$ cat src/rtl/fp_pkg.sv
// Shared floating-point constants and FSM state type for the integer
// converter and the FPU datapath blocks that consume its packed operands.
package fp_pkg;

  // Exponent field width for a given float width (single or double).
  function automatic int expo_bits(input int x);
    return (x == 64) ? 11 : 8;
  endfunction

  // Stored fraction width, hidden bit excluded.
  function automatic int mant_bits(input int x);
    return (x == 64) ? 52 : 23;
  endfunction

  // Exponent bias.
  function automatic int bias(input int x);
    return (x == 64) ? 1023 : 127;
  endfunction

  typedef enum logic [1:0] {
    S_IDLE  = 2'd0,
    S_NORM  = 2'd1,
    S_ROUND = 2'd2,
    S_DONE  = 2'd3
  } cvt_state_t;

endpackage

$ cat src/rtl/fp_round_rne.sv
// Round-to-nearest-even on a truncated fraction. A carry out of the
// fraction bumps the exponent; the fraction is then all zeros, which is
// the correct 1.0 mantissa for the next binade.
module fp_round_rne #(
  parameter int MB = 23,
  parameter int EW = 9
) (
  input  logic [MB-1:0] i_frac,
  input  logic          i_guard,
  input  logic          i_sticky,
  input  logic [EW-1:0] i_exp,
  output logic [MB-1:0] o_frac,
  output logic [EW-1:0] o_exp,
  output logic          o_inexact
);

  logic w_inc;
  logic w_carry;

  assign w_inc              = i_guard & (i_sticky | i_frac[0]);
  assign {w_carry, o_frac}  = {1'b0, i_frac} + (MB+1)'(w_inc);
  assign o_exp              = i_exp + EW'(w_carry);
  assign o_inexact          = i_guard | i_sticky;

endmodule

$ cat src/rtl/int_to_fp.sv
// Signed integer to IEEE-754 converter. Magnitude is normalised one left
// shift per cycle, then rounded to nearest-even in a single cycle.
//
// state   | meaning
// S_IDLE  | waiting for start; operand captured on the accepting edge
// S_NORM  | shifting mag left until its MSB is set (or mag is zero)
// S_ROUND | rounding and packing the result into out/inexact
// S_DONE  | result valid, done pulses for this one cycle
module int_to_fp
  import fp_pkg::*;
#(
  parameter int X = 32
) (
  input  logic         clk,
  input  logic         rst_n,
  input  logic         start,
  input  logic [X-1:0] in_int,
  output logic [X-1:0] out,
  output logic         done,
  output logic         busy,
  output logic         inexact
);

  localparam int EB   = expo_bits(X);
  localparam int MB   = mant_bits(X);
  localparam int BIAS = bias(X);
  localparam int EW   = EB + 1;
  localparam logic [EW-1:0] EXP_INIT = EW'(X - 1);

  cvt_state_t     r_state;
  cvt_state_t     w_state_nxt;
  logic           r_sign;
  logic [X-1:0]   r_mag;
  logic [EW-1:0]  r_exp_cnt;
  logic [X-1:0]   r_out;
  logic           r_inexact;

  logic [X-1:0]   w_abs;
  logic [MB-1:0]  w_frac_rnd;
  logic [EW-1:0]  w_exp_rnd;
  logic           w_inexact;
  logic [EW-1:0]  w_biased;
  logic           w_unused;

  // Two's-complement magnitude; the most-negative input maps to 2^(X-1).
  assign w_abs = in_int[X-1] ? (~in_int + X'(1)) : in_int;

  fp_round_rne #(
    .MB (MB),
    .EW (EW)
  ) u_round (
    .i_frac    (r_mag[X-2 -: MB]),
    .i_guard   (r_mag[X-2-MB]),
    .i_sticky  (|r_mag[X-3-MB:0]),
    .i_exp     (r_exp_cnt),
    .o_frac    (w_frac_rnd),
    .o_exp     (w_exp_rnd),
    .o_inexact (w_inexact)
  );

  // Unbiased exponent is at most X-1, so the biased value fits in EB bits.
  assign w_biased = w_exp_rnd + EW'(BIAS);
  assign w_unused = w_biased[EW-1];

  // State register.
  always_ff @(posedge clk) begin
    if (!rst_n) r_state <= S_IDLE;
    else        r_state <= w_state_nxt;
  end

  // Next-state and handshake outputs.
  always_comb begin
    w_state_nxt = r_state;
    done        = 1'b0;
    busy        = 1'b1;
    case (r_state)
      S_IDLE: begin
        busy = 1'b0;
        if (start) w_state_nxt = S_NORM;
      end
      S_NORM: begin
        if (r_mag == '0)     w_state_nxt = S_DONE;
        else if (r_mag[X-1]) w_state_nxt = S_ROUND;
      end
      S_ROUND: w_state_nxt = S_DONE;
      S_DONE: begin
        done        = 1'b1;
        w_state_nxt = S_IDLE;
      end
      default: w_state_nxt = S_IDLE;
    endcase
  end

  // Datapath: operand capture, normalise shift, result packing.
  always_ff @(posedge clk) begin
    if (!rst_n) begin
      r_sign    <= 1'b0;
      r_mag     <= '0;
      r_exp_cnt <= '0;
      r_out     <= '0;
      r_inexact <= 1'b0;
    end else begin
      case (r_state)
        S_IDLE: begin
          if (start) begin
            r_sign    <= in_int[X-1];
            r_mag     <= w_abs;
            r_exp_cnt <= EXP_INIT;
          end
        end
        S_NORM: begin
          if (r_mag == '0) begin
            r_out     <= '0;
            r_inexact <= 1'b0;
          end else if (!r_mag[X-1]) begin
            r_mag     <= r_mag << 1;
            r_exp_cnt <= r_exp_cnt - EW'(1);
          end
        end
        S_ROUND: begin
          r_out     <= {r_sign, w_biased[EB-1:0], w_frac_rnd};
          r_inexact <= w_inexact;
        end
        default: ;
      endcase
    end
  end

  assign out     = r_out;
  assign inexact = r_inexact;

endmodule

$ cat config.mk
export PLATFORM = sky130hd
export DESIGN_NAME = int_to_fp
export DESIGN_NICKNAME = d
export VERILOG_FILES = /design/src/rtl/fp_pkg.sv /design/src/rtl/fp_round_rne.sv /design/src/rtl/int_to_fp.sv
export SDC_FILE = /design/constraint.sdc
export NUM_CORES = 1
export LEC_CHECK = 0
export CAP_MARGIN = 20
export CORE_MARGIN = 4
export CORE_UTILIZATION = 59
export DETAILED_ROUTE_END_ITERATION = 12
export GPL_TIMING_DRIVEN = 0
export PLACE_DENSITY = 0.86
export SLEW_MARGIN = 15
export SYNTH_ARGS = -nofsm -noshare
export SYNTH_HDL_FRONTEND = slang
export SYNTH_SLANG_ARGS = --single-unit
$ cat constraint.sdc
create_clock -name clk -period 7.8 [get_ports clk]
set_input_delay 1.95 -clock clk [delete_from_list [all_inputs] [get_ports clk]]
set_output_delay 1.95 -clock clk [all_outputs]
set_load 0.02 [all_outputs]
# --- Word level (Yosys, flattened, before mapping) ---
# Cells that the tools add are included.
classes:
  n_eq_ne: 8
  add_sub_neg: 5
  bitwise: 4
  n_mux: 19
  reduce_logical: 10
ops:
  columns: ["op", "n"]
  rows:
  - ["32-bit 2-to-1 mux", 5]
  - ["32-bit case mux with 2 select lines", 2]
  - ["32-bit by 1-bit adder with 32-bit output (second input constant)", 1]
  - ["32-bit logical NOT", 1]
  - ["32-bit inverter", 1]
  - ["9-bit 2-to-1 mux", 3]
  - ["23-bit by 1-bit adder with 24-bit output", 1]
  - ["9-bit case mux with 2 select lines", 1]
  - ["9-bit by 1-bit subtractor with 9-bit output (second input constant)", 1]
  - ["8-bit by 1-bit adder with 8-bit output", 1]
  - ["8-bit by 7-bit adder with 8-bit output (second input constant)", 1]
  - ["2-bit inequality test (second input constant)", 4]
  - ["2-bit case mux with 4 select lines", 1]
  - ["7-bit OR reduction", 1]
  - ["2-bit 2-to-1 mux", 3]
  - ["2-bit AND reduction", 3]
  - ["2-bit == test (second input constant)", 2]
  - ["4-bit AND reduction", 1]
  - ["2-bit nonzero test", 2]
  - ["1-bit 2-to-1 mux", 3]
  - ["3-bit inequality test (second input constant)", 1]
  - ["3-bit AND reduction", 1]
  - ["2-bit by 1-bit == test with 1-bit output (second input constant)", 1]
  - ["2-bit logical NOT", 1]
  - ["other kinds (3)", 4]
totals:
  elab_cells: 53
  in_bits: 35
  output_inout_bits: 35
  register_bits: 77

# --- Depth between registers and ports, before layout ---
# Gate-level depths: netlist of run 1.
logic_depth:
  word_depth: 7
  ltp_mapped: 11

# --- Hierarchy ---
# From an unflattened synthesis of run 1, not the netlist that was laid out.
unflattened:
  hier_cells: 662
  hier_area_um2: 5112.4
by_module_without_submodules:
  columns: ["mod", "n_inst", "cells_per_inst", "seq_area_each_um2", "area_per_inst_um2"]
  rows:
  - ["int_to_fp", 1, 579, 1541.5, 4515.6]
  - ["fp_round_rne", 1, 83, 0.0, 596.8]

# --- Worst setup path before layout of run 1 ---
# OpenSTA, ideal clock, no wires.
synth_path:
  path_kind: "input to register"
  start: "input port in_int[4]"
  end: "register r_mag[30]"
  setup_slack_ps: 3743
  setup_ps: 136
  t_arrival_ps: 3921
  t_required_ps: 7664
  cell_stages: 7
  cell_sequence: "or4_1 > or4_1 > buf_2 > or3_4 > o21ai_0 > xor2_1 > a21oi_1"
synth_between:
  elab_chain_cells: 5
synth_lines:
  columns: ["item", "line_no", "source"]
  rows:
  - ["start: declaration", "int_to_fp.sv:17", "input logic [X-1:0] in_int,"]
  - ["32-bit inverter", "int_to_fp.sv:46", "assign w_abs = in_int[X-1] ? (~in_int + X'(1)) : in_int;"]
  - ["32-bit by 1-bit adder with 32-bit output", "int_to_fp.sv:46", null]
  - ["32-bit 2-to-1 mux", "int_to_fp.sv:46", null]
  - ["32-bit 2-to-1 mux", "int_to_fp.sv:105", "if (start) begin"]
  - ["32-bit case mux with 2 select lines", "int_to_fp.sv:103", "case (r_state)"]
  - ["end signal: assignment", "int_to_fp.sv:107", "r_mag <= w_abs;"]
  - ["end signal: assignment", "int_to_fp.sv:116", "r_mag <= r_mag << 1;"]
  - ["end: declaration", "int_to_fp.sv:33", "logic [X-1:0] r_mag;"]
# Every way passes these cells. The select of a mux whose other input is x is not followed.
# A chain may end at the register's enable or synchronous reset.

# --- Final worst setup path of run 1 ---
layout_path:
  start: "input port in_int[4]"
  end: "register r_mag[24]"
# Same word-level chain as after synthesis.

==> impl_metrics.ini, run 1 <==
[outcome]
status = completed

[final_layout]
multi_input_area_um2 = 2810
nets = 695
regArea_um2 = 1520
drive_gt1_share_pct = 4.12
syn_to_final_growth_pct = 22.8
n_fill_cell = 556
final_common_cell = dfxtp_1
layout_common_cells = 76 x dfxtp_1, 70 x nand2_1, 68 x clkdlybuf4s50_1
n_antenna_cell = 0

[logic_synthesis]
synth_top_area_share_pct = 33.3
ys_ff_latch = 76
ys_top_cells_by_area = dfxtp_1 33%, nand2_1 5.7%, xnor2_1 5.6%
syn_nets = 616
synth_cell_types = 52
yosysTopAreaCell = dfxtp_1
synth_area_um2 = 4570
synth_async_sr_flop_share_pct = 0
synth_cells = 571
syn_area_per_cell_um2 = 8.01
ys.flop_type = dfxtp_1
synth_enable_flop_cells = 0
ys_warn_count = 0
seq_area_frac_synth_pct = 33.3

[place]
dp_hpwl_um = 9860
port_buffers = 68
place_congestion = 0.925

[routing]
vias = 4775
antenna_left = 0
drc = 0
avgRoutedWirePerCell_um = 17.7
wl_um = 13400
viasPerCell = 6.33
drtIter0Drc = 515
dr.pass1.iters = 6

[timing]
clock.fmax_ghz = 0.224
rsz0062_at_grt = no
report.final.slew_viol_count = 0
finalCritPeriodShare_pct = 57.2
tns_ps = 0
max_slew_margin_pct = 46.4
worstMarginPinSlew_ps = 798
finalSetupViolCount = 0
hold_viol = 0
final.setup_skew_ps = 9.03
period_needed_ps = 4460

[worst_setup_path]
cp.arrival_ps = 4680
worst-setup-path-type = in2reg
critPathLaunchType = primary input
path_max_fanout = 9
cp-end-kind = flop
critical_path_required_ps = 8020

[clock_tree]
cts_tree = yes
cts-hold-fix-buffers = 0
numCtsBuffers = 9
clk_latency_ps = 350
post_cts_buffers = 0
clk_pin_slew_worst_paths_ps = 80
htreeDepth = 3
cts.sinks = 76
cts-root-buf = clkbuf_8
clockBufferDepth = 2
cts_resized = 0

[floorplanning]
io_pins = 70
initial_utilization_pct = 61.7
die_area_um2 = 9220
die_height_um = 96.0
die_x_um = 96.0
core_area_um2 = 7410
std_cell_rows = 31

[power]
clkPwrFrac_pct = 20.5
p_leak_nw = 1.92
internal_power_mw = 1.01
swShare_pct = 44.6
ir_worst_vdd_uv = 166
p_sw_mw = 0.810
p_total_mw = 1.82
seq_power_share_pct = 34.2
p_comb_share_pct = 45.4
power_density_nw_per_um2 = 323

[grt]
grt_pass1_vias = 4519
grt_overflow = 0
grt_pass1_wl_um = 21800
grt_antenna_before_repair = 0
grt_max_degree = 14
grt_use_total_pct = 30.0

[hold_path]
worstHoldPathType = reg2reg

[run]
cap_viol_max_count = 0
-- synthesized netlist by cell type (9+ instances only) --
cell,number
o31ai_1,10
o21ai_0,26
nand3_1,50
a21oi_1,19
o221ai_1,16
clkbuf_1,43
xor2_1,22
nor4_1,9
o41ai_1,9
ha_1,10
o211ai_1,9
inv_1,15
a21boi_0,32
nand2_1,70
xnor2_1,29
nor3_1,11
dfxtp_1,76
nor2_1,20
-- routing by layer --
metal / up-vias / wire, um / track usage (%)
li1: 2225 / - / -
met1: 2241 / 5500 / 37.2
met2: 263 / 6350 / 50.3
met3: 46 / 1060 / 5.79
met4: 0 / 454 / 13.0
met5: - / 0 / 0
-- registers in the layout (all words and copies together) (netlist names) --
| register | flops |
|---|---|
| inexact | 1 |
| out | 32 |
| r_exp_cnt | 8 |
| r_mag | 32 |
| r_sign | 1 |
| r_state | 2 |
-- layout make-up --
class / count / area share (%)
Buffer: 48 / 3.25
Clock buffer: 10 / 2.27
Clock inverter: 6 / 1.98
Inverter: 16 / 1.07
Multi-Input combinational cell: 431 / 50.0
Sequential cell: 76 / 27.1
Tap cell: 99 / 2.21
Timing Repair Buffer: 68 / 12.1
-- critical path, stage by stage --
cell	delay, ps
clkdlybuf4s50_1	460
or4_1	600
or4_1	500
buf_2	190
or3_4	430
o21ai_0	250
xor2_1	200
a21oi_1	90
-- final timing paths --
kind | cells past startpoint | slack (ps) | startpoint | end
worst max register to register | 10 | 4550 | r_state[1] | r_mag[15]
worst min-delay path | 2 | 460 | out[9] | out[9]
worst min register to register | 2 | 460 | out[9] | out[9]
worst max-delay path | 8 | 3340 | in_int[4] | r_mag[24]
-- stage by stage --
stage / cells / worst slack, ps / utilization [%] / hold WS [ps] / area, um2
global placement: 738 / 3120 / 72.6 / 440 / 5380
detailed placement: 738 / 3030 / 72.6 / 448 / 5380
finish: 754 / 3340 / 75.8 / 457 / 5620
floorplan: 571 / 3740 / - / 444 / 4570
CTS: 754 / 3390 / 75.8 / 460 / 5620
global route: 754 / 3250 / 75.8 / 480 / 5620
-- cells by family (layout without fill, tap and decap cells) --
family | count (synthesis) | in the layout | share of synthesized area [%]
adder cells (fa/ha/maj) | 10 | 10 | 2.74
AND/OR/NAND/NOR | 210 | 210 | 23.4
multiplexers | 4 | 4 | 0.903
buffers and inverters | 64 | 148 | 5.31
XOR/XNOR | 51 | 51 | 9.77
flip-flops | 76 | 76 | 33.3
AO/OA/AOI/OAI | 156 | 156 | 24.7
-- power groups by stage --
stage          logic (mW)  registers (mW)  clock network (mW)
2_1_floorplan       0.579           0.588                   0
6_report            0.824           0.621               0.371
5_1_grt             0.902           0.631               0.384
3_3_place_gp        0.774           0.614                   0
3_5_place_dp        0.796           0.620                   0
4_1_cts             0.806           0.612               0.367
Power figures use the tool's default switching activity.
==> run 2, diff against run 1 <==
--- a/config.mk
+++ b/config.mk
@@ -7,10 +7,10 @@
 export LEC_CHECK = 0
 export CAP_MARGIN = 20
 export CORE_MARGIN = 4
-export CORE_UTILIZATION = 59
+export CORE_UTILIZATION = 55
 export DETAILED_ROUTE_END_ITERATION = 12
 export GPL_TIMING_DRIVEN = 0
-export PLACE_DENSITY = 0.86
+export PLACE_DENSITY = 0.81
 export SLEW_MARGIN = 15
 export SYNTH_ARGS = -nofsm -noshare
 export SYNTH_HDL_FRONTEND = slang
==> constraint.sdc (replaced) <==
create_clock -name clk -period 4.5 [get_ports clk]
set_input_delay 1.125 -clock clk [delete_from_list [all_inputs] [get_ports clk]]
set_output_delay 1.125 -clock clk [all_outputs]
set_load 0.02 [all_outputs]
==> run 2 against run 1 <==
Combinational power is 72% higher. Sequential power up 72%. Largest cell class unchanged. First-iteration DRC count shrank 27%. Largest power group unchanged.
==> impl_metrics.ini, run 2 (synthesis results as in run 1) <==
[worst_setup_path]
cp.arrival_ps = 3900
cpPeakStageDelay_ps = 590
worst-setup-path-type = in2reg
reg2reg_slack_ps = 1230
path_common_cell = or4_1
path_max_fanout = 9
cp_cell_sequence = clkdlybuf4s50_1 -> or4_1 -> or4_1 -> buf_2 -> or3_4 -> nor4_4 -> o21ai_0 -> a21oi_2
critPathLaunchType = primary input
critical_path_required_ps = 4790
critPathSlowestCell = or4_1
cpLargestDelayFamily = simple AND/OR/NAND/NOR gates
cp.buffers_inverters = 2
cp-end-kind = flop

[run]
cap_viol_max_count = 0

[routing]
vias = 4656
viasPerCell = 6.15
antenna_left = 0
dr.pass1.iters = 6
drtIter0Drc = 378
avgRoutedWirePerCell_um = 17.3
drc = 0
wl_um = 13100

[timing]
rsz0062_at_grt = no
clock.fmax_ghz = 0.277
whs_ps = 461
setup_ws_ps = 886
tns_ps = 0
hold_viol = 0
max_slew_margin_pct = 46.8
finalCritPeriodShare_pct = 80.3
report.final.slew_viol_count = 0
period_needed_ps = 3610
worstMarginPinSlew_ps = 792
finalSetupViolCount = 0
final.setup_skew_ps = 18.3

[final_layout]
n_antenna_cell = 0
n_fill_cell = 645
final_area_um2 = 5570
syn_to_final_growth_pct = 21.9
finish.utilization_pct = 70.7
drive_gt1_share_pct = 4.12
fin_cells = 757
final_common_cell = dfxtp_1
layout_common_cells = 76 x dfxtp_1, 70 x nand2_1, 68 x clkdlybuf4s50_1
nets = 695

[clock_tree]
clk_pin_slew_worst_paths_ps = 80
cts.sinks = 76
cts-hold-fix-buffers = 0
clk_latency_ps = 360
htreeDepth = 3
cts-root-buf = clkbuf_8
clockBufferDepth = 2
numCtsBuffers = 9
post_cts_buffers = 0
cts_tree = yes
cts_resized = 0

[power]
swShare_pct = 45.9
power_density_nw_per_um2 = 541
p_comb_share_pct = 47.2
clkPwrFrac_pct = 17.3
seq_power_share_pct = 35.5
p_total_mw = 3.02
ir_worst_vdd_uv = 236
p_sw_mw = 1.39
internal_power_mw = 1.63
p_leak_nw = 1.90

[floorplanning]
die_height_um = 99.2
die_area_um2 = 9840
die_x_um = 99.2
io_pins = 70
std_cell_rows = 32
initial_utilization_pct = 58.0
core_area_um2 = 7890

[grt]
grt_use_total_pct = 26.3
grt_max_degree = 14
grt_pass1_wl_um = 21300
grt_antenna_before_repair = 0
grt_overflow = 0
grt_pass1_vias = 4392

[place]
dp.cells = 741
port_buffers = 68
pre_cts_slack_ps = 596
dp_hpwl_um = 9830
place_congestion = 0.889
place_area_um2 = 5380

[outcome]
status = completed

[hold_path]
worstHoldPathType = reg2reg
run 2: cell count changes in the layout (fill, tap and decap cells not counted), sizes merged:
cell / change
clkinvlp: +1
clkinv: +1
bufinv: -2
run 2: area by class of cell:
class	count	area, um2	area share (%)
buffer	48	183	3.28
clock buffer	10	128	2.29
clock inverter	6	63.8	1.15
inverter	16	60.1	1.08
multi-input combinational	431	2810	50.4
sequential	76	1520	27.3
tap	102	128	2.29
timing repair buffer	68	681	12.2
run 2: worst min-delay path, cell delays in order, from the launching register on:
cell and delay, ps:
dfxtp_1 310, nand2_1 50, a21boi_1 50
run 2: worst paths after layout:
check | start | to | depth (start not counted)
max | in_int[4] | r_mag[31] | 8
min reg2reg | out[9] | out[9] | 2
max reg2reg | r_state[1] | r_exp_cnt[2] | 10
min | out[9] | out[9] | 2
run 2: power by group through the flow:
stage / combinational, mW / clock, mW / sequential (mW)
finish: 1.42 / 0.522 / 1.07
global route: 1.57 / 0.553 / 1.09
CTS: 1.40 / 0.524 / 1.06
detailed placement: 1.38 / 0 / 1.07
global placement: 1.34 / 0 / 1.07
floorplan: 1.00 / 0 / 1.02
run 2: routing by layer:
metal  GRT usage [%]  routed length, um  vias up  share of wire, %
li1                -                  -     2233                 -
met1            33.4               5450     2143                42
met2            44.4               6100      243                47
met3            4.56               1200       37               9.1
met4            10.3                365        0               2.8
met5               0                  0        -                 0
==> run 3, diff against run 2 <==
--- a/config.mk
+++ b/config.mk
@@ -7,10 +7,10 @@
 export LEC_CHECK = 0
 export CAP_MARGIN = 20
 export CORE_MARGIN = 4
-export CORE_UTILIZATION = 55
+export CORE_UTILIZATION = 49
 export DETAILED_ROUTE_END_ITERATION = 12
 export GPL_TIMING_DRIVEN = 0
-export PLACE_DENSITY = 0.81
+export PLACE_DENSITY = 0.76
 export SLEW_MARGIN = 15
 export SYNTH_ARGS = -nofsm -noshare
 export SYNTH_HDL_FRONTEND = slang
==> constraint.sdc (replaced) <==
create_clock -name clk -period 3.25 [get_ports clk]
set_input_delay 0.8125 -clock clk [delete_from_list [all_inputs] [get_ports clk]]
set_output_delay 0.8125 -clock clk [all_outputs]
set_load 0.02 [all_outputs]
==> run 3 against run 2 <==
Wire length shrank 0.69%. Clock skew shrank 5.5 ps. Sequential share of layout area shrank 0.28 points. Critical path depth is the same. Critical path type unchanged.
==> impl_metrics.ini, run 3 (synthesis results as in run 1) <==
[routing]
wl_um = 13000
dr.pass1.iters = 5
avgRoutedWirePerCell_um = 17.1
drc = 0
vias = 4637
viasPerCell = 6.08
antenna_left = 0
drtIter0Drc = 309

[timing]
clock.fmax_ghz = 0.313
finalCritPeriodShare_pct = 98.2
final.setup_skew_ps = 12.8
max_slew_margin_pct = 48.1
finalSetupViolCount = 0
hold_viol = 0
report.final.slew_viol_count = 0
period_needed_ps = 3190
worstMarginPinSlew_ps = 771
rsz0062_at_grt = no

[clock_tree]
cts_tree = yes
numCtsBuffers = 9
clockBufferDepth = 2
clk_pin_slew_worst_paths_ps = 80
cts.sinks = 76
clk_latency_ps = 360
cts-hold-fix-buffers = 0
htreeDepth = 3
cts-root-buf = clkbuf_8

[final_layout]
n_fill_cell = 811
nets = 695
drive_gt1_share_pct = 4.73
final_common_cell = dfxtp_1
finish.utilization_pct = 63.3
syn_to_final_growth_pct = 23.1
layout_common_cells = 76 x dfxtp_1, 70 x nand2_1, 66 x clkdlybuf4s50_1
n_antenna_cell = 0

[worst_setup_path]
cp_cell_sequence = clkdlybuf4s50_1 -> or4_4 -> or4_1 -> buf_2 -> or3_4 -> o31ai_2 -> xor2_1 -> a21oi_1
cp.arrival_ps = 3400
cpLargestDelayFamily = simple AND/OR/NAND/NOR gates
critical_path_required_ps = 3460
cpPeakStageDelay_ps = 520
critPathSlowestCell = or4_4
critPathLaunchType = primary input
worst-setup-path-type = in2reg
path_max_fanout = 8
cp.buffers_inverters = 2
cp-end-kind = flop

[grt]
grt_max_degree = 15
grt_use_met1_pct = 31.0
use_met2_pct = 39.6
grt_overflow = 0
top_usage_layer = met2
grt_pass1_wl_um = 21200
grt_use_total_pct = 23.4
grt_pass1_vias = 4291
use_met3_pct = 2.77
grt_antenna_before_repair = 0

[power]
ir_worst_vdd_uv = 326
p_total_mw = 4.24
power_density_nw_per_um2 = 754
p_leak_nw = 1.94

[floorplanning]
die_area_um2 = 10900
core_area_um2 = 8890
die_height_um = 105
io_pins = 70
std_cell_rows = 34
die_x_um = 105
initial_utilization_pct = 51.4

[outcome]
status = completed

[run]
cap_viol_max_count = 0

[place]
place_congestion = 0.913
port_buffers = 68
dp_hpwl_um = 9920

[hold_path]
worstHoldPathType = reg2reg
run 3: worst paths after layout:
kind / depth (start not counted) / slack (ps) / to / from
setup / recovery: 8 / 60 / r_mag[25] / in_int[8]
hold reg to reg: 2 / 460 / out[17] / out[17]
setup reg to reg: 9 / 130 / r_mag[21] / r_mag[16]
hold / removal: 2 / 460 / out[17] / out[17]
run 3: layer usage:
layer | vias up | routed length (um)
li1 | 2237 | -
met1 | 2187 | 5670
met2 | 185 | 6250
met3 | 28 | 782
met4 | 0 | 325
met5 | - | 0
run 3: tightest hold or removal path, delay by kind of cell (launching register included):
family,cells,cell delay [ps]
AO/OA/AOI/OAI,1,50
flip-flops,1,320
AND/OR/NAND/NOR,1,50
run 3: layout make-up:
type | instances | area (um2) | area share (%)
Clock inverter | 7 | 98.8 | 1.76
Sequential cell | 76 | 1520 | 27.0
Clock buffer | 9 | 124 | 2.20
Multi-Input combinational cell | 431 | 2820 | 50.1
Inverter | 16 | 60.1 | 1.07
Tap cell | 108 | 135 | 2.40
Buffer | 48 | 185 | 3.29
Timing Repair Buffer | 68 | 686 | 12.2
run 3: repair_timing:
action / 4_1_cts / 5_1_grt
hold endpoints to repair: 0 / 0
setup endpoints to repair: 0 / 16
setup buffers: 0 / 0
gates resized for setup: 0 / 9
run 3: per-stage QoR:
stage / hold slack [ps] / cells / TNS (ps) / setup slack (ps) / cell area [um2]
global route: 486 / 763 / 0 / 11.6 / 5630
floorplan: 444 / 571 / 0 / 331 / 4570
finish: 459 / 763 / 0 / 58.9 / 5630
CTS: 462 / 763 / 0 / 32.5 / 5610
global placement: 440 / 747 / -2380 / -313 / 5390
detailed placement: 451 / 747 / -2520 / -319 / 5390
run 3: power by group:
group	leakage, nW	internal [mW]	total (mW)	switching, mW
Sequential	0.622	1.19	1.48	0.294
Clock	0.110	0.436	0.817	0.380
Combinational	1.21	0.716	1.94	1.23
Total	1.94	2.34	4.24	1.90
